==> src/rtl/parking_pkg.sv <==
// Shared types and defaults for the parking lane detectors.
package parking_pkg;

  typedef enum logic [1:0] {
    IDLE = 2'd0,
    S_A  = 2'd1,
    S_AB = 2'd2,
    S_B  = 2'd3
  } lane_state_e;

  localparam int unsigned LANE_ENTRY = 0;
  localparam int unsigned LANE_EXIT  = 1;

  localparam int unsigned DEF_DEBOUNCE_CYCLES = 16;
  localparam int unsigned DEF_TRANSIT_TIMEOUT = 1000;
  localparam int unsigned DEF_PEND_W          = 3;

endpackage

==> src/rtl/lane_detector.sv <==
// One lane: two beam conditioners, transit FSM, pending counter, gate ack detect.
// Optional transit timeout built when DETECTOR_TIMEOUT_EN is defined.
module lane_detector
  import parking_pkg::*;
#(
  parameter int unsigned DEBOUNCE_CYCLES = DEF_DEBOUNCE_CYCLES,
  parameter int unsigned TRANSIT_TIMEOUT = DEF_TRANSIT_TIMEOUT,
  parameter int unsigned PEND_W          = DEF_PEND_W
) (
  input  logic              clk,
  input  logic              reset,
  input  logic              beam_a,
  input  logic              beam_b,
  input  logic              gate,
  output logic              sensor,
  output logic [PEND_W-1:0] pending,
  output logic              overflow,
  output logic              fault
);

  localparam int unsigned CNT_W = $clog2(DEBOUNCE_CYCLES + 1);
  localparam logic [CNT_W-1:0] DB_LAST = CNT_W'(DEBOUNCE_CYCLES - 1);

  // Bit 0 carries beam A, bit 1 carries beam B.
  logic [1:0]       sync1_q, sync2_q, filt_q, filt_d;
  logic [CNT_W-1:0] cnt_q [2];
  logic [CNT_W-1:0] cnt_d [2];

  lane_state_e      state_q, state_d;
  logic [PEND_W-1:0] pending_q, pending_d;
  logic             gate_q;
  logic             overflow_q, overflow_d;
  logic             transit, ack, dec;
  logic             fa, fb;

`ifdef DETECTOR_TIMEOUT_EN
  localparam int unsigned TMR_W = $clog2(TRANSIT_TIMEOUT + 1);
  logic [TMR_W-1:0] timer_q, timer_d;
  logic             fault_q, timeout;
`endif

  always_comb begin
    filt_d = filt_q;
    for (int unsigned i = 0; i < 2; i++) begin
      cnt_d[i] = '0;
      if (sync2_q[i] != filt_q[i]) begin
        if (cnt_q[i] == DB_LAST) filt_d[i] = sync2_q[i];
        else                     cnt_d[i]  = cnt_q[i] + 1'b1;
      end
    end
  end

  assign fa = filt_q[0];
  assign fb = filt_q[1];

  always_ff @(posedge clk) begin
    if (reset) begin
      state_q    <= IDLE;
      sync1_q    <= '0;
      sync2_q    <= '0;
      filt_q     <= '0;
      pending_q  <= '0;
      gate_q     <= 1'b0;
      overflow_q <= 1'b0;
      for (int unsigned i = 0; i < 2; i++) cnt_q[i] <= '0;
`ifdef DETECTOR_TIMEOUT_EN
      timer_q    <= '0;
      fault_q    <= 1'b0;
`endif
    end else begin
      state_q    <= state_d;
      sync1_q    <= {beam_b, beam_a};
      sync2_q    <= sync1_q;
      filt_q     <= filt_d;
      pending_q  <= pending_d;
      gate_q     <= gate;
      overflow_q <= overflow_d;
      for (int unsigned i = 0; i < 2; i++) cnt_q[i] <= cnt_d[i];
`ifdef DETECTOR_TIMEOUT_EN
      timer_q    <= timer_d;
      fault_q    <= timeout;
`endif
    end
  end

`ifdef DETECTOR_TIMEOUT_EN
  assign timeout = (state_q != IDLE) && (timer_q == TMR_W'(TRANSIT_TIMEOUT - 1));
`endif

  always_comb begin
    state_d = state_q;
    transit = 1'b0;
    unique case (state_q)
      IDLE: if (fa && !fb) state_d = S_A;
      S_A: begin
        if (fa && fb)        state_d = S_AB;
        else if (!fa && !fb) state_d = IDLE;
      end
      S_AB: begin
        if (!fa && fb)       state_d = S_B;
        else if (fa && !fb)  state_d = S_A;
        else if (!fa && !fb) state_d = IDLE;
      end
      S_B: begin
        if (!fa && !fb) begin
          state_d = IDLE;
          transit = 1'b1;
        end else if (fa && fb) begin
          state_d = S_AB;
        end
      end
      default: state_d = IDLE;
    endcase
`ifdef DETECTOR_TIMEOUT_EN
    if (timeout) begin
      state_d = IDLE;
      transit = 1'b0;
    end
    timer_d = '0;
    if ((state_q != IDLE) && (state_d == state_q)) timer_d = timer_q + 1'b1;
`endif

    ack        = gate && !gate_q;
    dec        = ack && (pending_q != '0);
    pending_d  = pending_q;
    overflow_d = 1'b0;
    if (transit && !dec) begin
      if (pending_q == '1) overflow_d = 1'b1;
      else                 pending_d  = pending_q + 1'b1;
    end else if (!transit && dec) begin
      pending_d = pending_q - 1'b1;
    end
  end

  always_comb begin
    sensor   = (pending_q != '0);
    pending  = pending_q;
    overflow = overflow_q;
`ifdef DETECTOR_TIMEOUT_EN
    fault    = fault_q;
`else
    fault    = 1'b0;
`endif
  end

endmodule

==> src/rtl/vehicle_detector.sv <==
// Entry/exit lane transit detector feeding the parking controller.
// Transit timeout enabled by defining DETECTOR_TIMEOUT_EN.
module vehicle_detector
  import parking_pkg::*;
#(
  parameter int unsigned DEBOUNCE_CYCLES = DEF_DEBOUNCE_CYCLES,
  parameter int unsigned TRANSIT_TIMEOUT = DEF_TRANSIT_TIMEOUT,
  parameter int unsigned PEND_W          = DEF_PEND_W
) (
  input  logic              clk,
  input  logic              reset,
  input  logic              entry_a,
  input  logic              entry_b,
  input  logic              exit_a,
  input  logic              exit_b,
  input  logic              entry_gate,
  input  logic              exit_gate,
  output logic              entry_sensor,
  output logic              exit_sensor,
  output logic [PEND_W-1:0] entry_pending,
  output logic [PEND_W-1:0] exit_pending,
  output logic [1:0]        overflow,
  output logic [1:0]        lane_fault
);

  lane_detector #(
    .DEBOUNCE_CYCLES(DEBOUNCE_CYCLES),
    .TRANSIT_TIMEOUT(TRANSIT_TIMEOUT),
    .PEND_W         (PEND_W)
  ) u_entry (
    .clk     (clk),
    .reset   (reset),
    .beam_a  (entry_a),
    .beam_b  (entry_b),
    .gate    (entry_gate),
    .sensor  (entry_sensor),
    .pending (entry_pending),
    .overflow(overflow[LANE_ENTRY]),
    .fault   (lane_fault[LANE_ENTRY])
  );

  lane_detector #(
    .DEBOUNCE_CYCLES(DEBOUNCE_CYCLES),
    .TRANSIT_TIMEOUT(TRANSIT_TIMEOUT),
    .PEND_W         (PEND_W)
  ) u_exit (
    .clk     (clk),
    .reset   (reset),
    .beam_a  (exit_a),
    .beam_b  (exit_b),
    .gate    (exit_gate),
    .sensor  (exit_sensor),
    .pending (exit_pending),
    .overflow(overflow[LANE_EXIT]),
    .fault   (lane_fault[LANE_EXIT])
  );

endmodule

==> config.mk <==
export PLATFORM = sky130hd
export DESIGN_NAME = vehicle_detector
export DESIGN_NICKNAME = d
export VERILOG_FILES = /design/src/rtl/parking_pkg.sv /design/src/rtl/lane_detector.sv /design/src/rtl/vehicle_detector.sv
export SDC_FILE = /design/constraint.sdc
export NUM_CORES = 1
export LEC_CHECK = 0
export CAP_MARGIN = 20
export CORE_MARGIN = 4
export CORE_UTILIZATION = 57
export CTS_CLUSTER_SIZE = 30
export DETAILED_ROUTE_END_ITERATION = 10
export PLACE_DENSITY = 0.89
export SYNTH_ARGS = -nofsm -noshare
export SYNTH_HDL_FRONTEND = slang
export SYNTH_SLANG_ARGS = --single-unit
==> constraint.sdc <==
create_clock -name clk -period 5.6 [get_ports clk]
set_clock_uncertainty 0.2 [all_clocks]
set_input_delay 1.4 -clock clk [delete_from_list [all_inputs] [get_ports clk]]
set_output_delay 1.4 -clock clk [all_outputs]
set_load 0.05 [all_outputs]
==> impl_metrics.py <==
metrics = {
    "status": {
        "outcome": "complete, no violations",
    },
    "logic_synthesis": {
        "synthDominantAreaCellType": "dfxtp_1",
        "cell_area_synth_um2": 2110,
        "synth_largest_type_area_fraction": 0.437,
        "synth_cells": 220,
        "postSynthAreaPerCell_um2": 9.57,
        "share_of_async_settable_or_async_resettable_flops_after_synthesis": 0,
        "yosysWarnings": 0,
        "post_synth_top_flop": "dfxtp_1",
        "synth_sequential_area_ratio": 0.437,
        "synth.area.top_cells": "dfxtp_1 44%, ha_1 11%, nor2_1 5.7%",
        "synth_cell_type_count": 36,
        "ys_ff_latch": 46,
        "synth_enable_flop_cells": 0,
    },
    "cells_and_area": {
        "instances_no_fill": 284,
        "mostFrequentLayoutCells": "46 x dfxtp_1, 32 x nor2_1, 19 x ha_1, 18 x nor2b_1, 17 x clkdlybuf4s50_1",
        "final_net_count": 264,
        "antenna-diode-count": 0,
        "area_growth_syn_to_layout_pct": 14.0,
        "drive_gt1_frac": 0.0462,
        "layout.cells.most_common": "dfxtp_1",
        "finalInstanceArea_um2": 2400,
    },
    "clock_network": {
        "clkSlewWorstSetupHoldPaths_ns": 0.08,
        "tritoncts": "done",
        "cts_resized": 0,
        "clock_insertion_delay_worst_skew_ns": 0.30,
        "htree_levels": 2,
        "post_cts_hold_buffer_count": 0,
        "clockBufferDepth": 2,
        "postCtsSetupRepairBufs": 0,
        "num_cts_buffers": 5,
        "numClockSinks": 46,
        "root_buffer": "clkbuf_8",
    },
    "die": {
        "chipWidth_um": 68.8,
        "placeableCoreArea_um2": 3440,
        "floorplan.die.height_um": 68.8,
        "num_rows": 21,
        "io_pins": 20,
        "dieArea_um2": 4730,
        "floorplan.initialDensity": 0.612,
    },
    "placed_design": {
        "io_buffers": 17,
        "place_congestion": 0.702,
        "placement.cell_area_um2": 2290,
        "place_inst": 276,
        "post-dp-hpwl_mm": 2.27,
        "preCtsSetupSlack_ns": 1.87,
    },
    "sta": {
        "relative_max_transition_margin": 0.664,
        "setup_viol": 0,
        "final.min_clock_period_ns": 3.48,
        "slew_violations": 0,
        "worst-slew-pin-transition_ns": 0.503,
        "finalWorstSetupSlack_ns": 2.12,
        "rsz0062_at_grt": "no",
        "hold_violations": 0,
        "fmaxAchievable_mhz": 288,
        "aggregate_negative_setup_slack_ns": 0,
        "min_period_over_period": 0.621,
    },
    "critical_path": {
        "worstPathCellList": "or3_1 > clkdlybuf4s50_1",
        "reg2reg_depth": 10,
        "critPathLaunchType": "flop",
        "cp_data_required_time_ns": 4.00,
        "timing.setup.critical_path_class": "flop to output pin",
        "crit-reg2reg-capture": "u_exit.pending[2]",
        "crit_path_max_fanout": 7,
        "worst_ep_arrival_time_ns": 1.88,
        "flop2flop_setup_slack_ns": 3.05,
        "critical-path-slowest-cell": "clkdlybuf4s50_1",
        "reg2reg_from": "u_exit.filt_q[0]",
        "crit_path_largest_cell_delay_ns": 0.73,
        "critPathCaptureType": "output pin",
    },
    "global_routing": {
        "grtUsageTotal": 0.167,
        "global_route_wire_length_before_repair_mm": 5.91,
        "antenna_violations_before_repair": 0,
        "grt_max_degree": 35,
        "grt-ovfl-total": 0,
        "grt_pass1_vias": 1483,
    },
    "pwr": {
        "cell_internal_pwr_mw": 0.524,
        "clkPwrFrac": 0.326,
        "share_seq_of_total_power": 0.483,
        "cellPowerDensity_nw_per_um2": 303,
        "power_frac_comb": 0.190,
        "static-leakage-power_nw": 0.948,
        "max-vdd-ir-drop_v": 0.000292,
        "switchingPower_mw": 0.203,
        "sw_frac_of_total": 0.279,
    },
    "min_path": {
        "hp-class": "flop to flop",
        "min-delay-start": "u_exit.sync1_q[1]",
        "min_path_cells": 1,
        "whs_endpoint": "u_exit.sync2_q[1]",
    },
    "drt": {
        "drt_drc_violations_left": 0,
        "first_pass_iters": 4,
        "avg_vias_per_cell": 5.24,
        "postRouteWirelength_mm": 3.25,
        "first_iter_violations": 32,
        "num_vias": 1487,
        "route.detailed.wl_per_inst_um": 11.4,
        "detail-route-antenna-nets": 0,
    },
    "flow_run": {
        "cap_viol_max_count": 0,
    },
}
-- per-layer routing --
layer	vias up	GRT usage	wire length, µm
li1	761	-	-
met5	-	0	0
met3	9	0.0373	120
met4	0	0.0949	76
met1	689	0.184	1480
met2	28	0.293	1570
-- power groups by stage --
stage | clock [mW] | combinational, mW | sequential (mW)
after floorplan | 0 | 0.0810 | 0.379
after global routing | 0.257 | 0.149 | 0.354
after detailed placement | 0 | 0.138 | 0.359
after CTS | 0.243 | 0.139 | 0.352
after global placement | 0 | 0.136 | 0.359
final | 0.237 | 0.138 | 0.351
-- worst max-delay path by stage --
stage / from / to / slack, ns / cells after the start
after detailed placement: exit_gate / u_exit.pending[2] / 1.87 / 10
after global placement: exit_gate / u_exit.pending[2] / 1.97 / 10
after floorplan: exit_gate / u_exit.pending[2] / 2.49 / 9
after CTS: u_exit.pending[0] / exit_sensor / 2.11 / 2
after global routing: exit_gate / u_exit.pending[2] / 2.03 / 10
final: u_exit.pending[0] / exit_sensor / 2.12 / 2
-- cell type report --
cell class / count / area, µm²
sequential: 46 / 921
clock buffer: 7 / 76.3
fill: 264 / 1040
tap: 46 / 57.6
clock inverter: 1 / 30.0
multi-input combinational: 153 / 1090
timing repair buffer: 18 / 178
inverter: 13 / 48.8
-- per-stage QoR --
step	hold WS [ns]	total power, mW	util
2_1_floorplan	0.214	0.460	-
3_3_place_gp	0.219	0.496	0.666
3_5_place_dp	0.223	0.497	0.666
4_1_cts	0.240	0.733	0.697
5_1_grt	0.254	0.761	0.697
6_report	0.236	0.727	0.697
-- logic make-up (layout without fill, tap and decap cells) --
logic type,Yosys count,count (layout),share of synthesized area
compound gates,18,18,0.0570
xor+xnor,14,14,0.0582
fa+ha+maj,19,19,0.113
buf+inv,22,39,0.0475
flops,46,46,0.437
mux,12,12,0.0701
other cells,1,2,0.00178
simple gates,88,88,0.215
-- critical path, delay by kind of cell, from the launching register on --
family	cells	cell delay, ns
and+or+nand+nor	1	0.47
buffers and inverters	1	0.73
DFF	1	0.38
-- synthesized netlist by cell type, types with 5 or more instances --
master   count
dfxtp_1     46
nor2_1      32
ha_1        19
nor2b_1     18
inv_1       13
xnor2_1      9
mux2i_1      8
nand3_1      7
or3_1        7
nand2_1      6
xor2_1       5
-- sequential cells by signal, indices dropped and copies added, names as in the netlist, 2 cells and up --
register	flops
u_entry.cnt_q	10
u_entry.filt_q	2
u_entry.pending	3
u_entry.state_q	2
u_entry.sync1_q	2
u_entry.sync2_q	2
u_exit.cnt_q	10
u_exit.filt_q	2
u_exit.pending	3
u_exit.state_q	2
u_exit.sync1_q	2
u_exit.sync2_q	2
No activity file was read; power rests on OpenSTA's default activity.
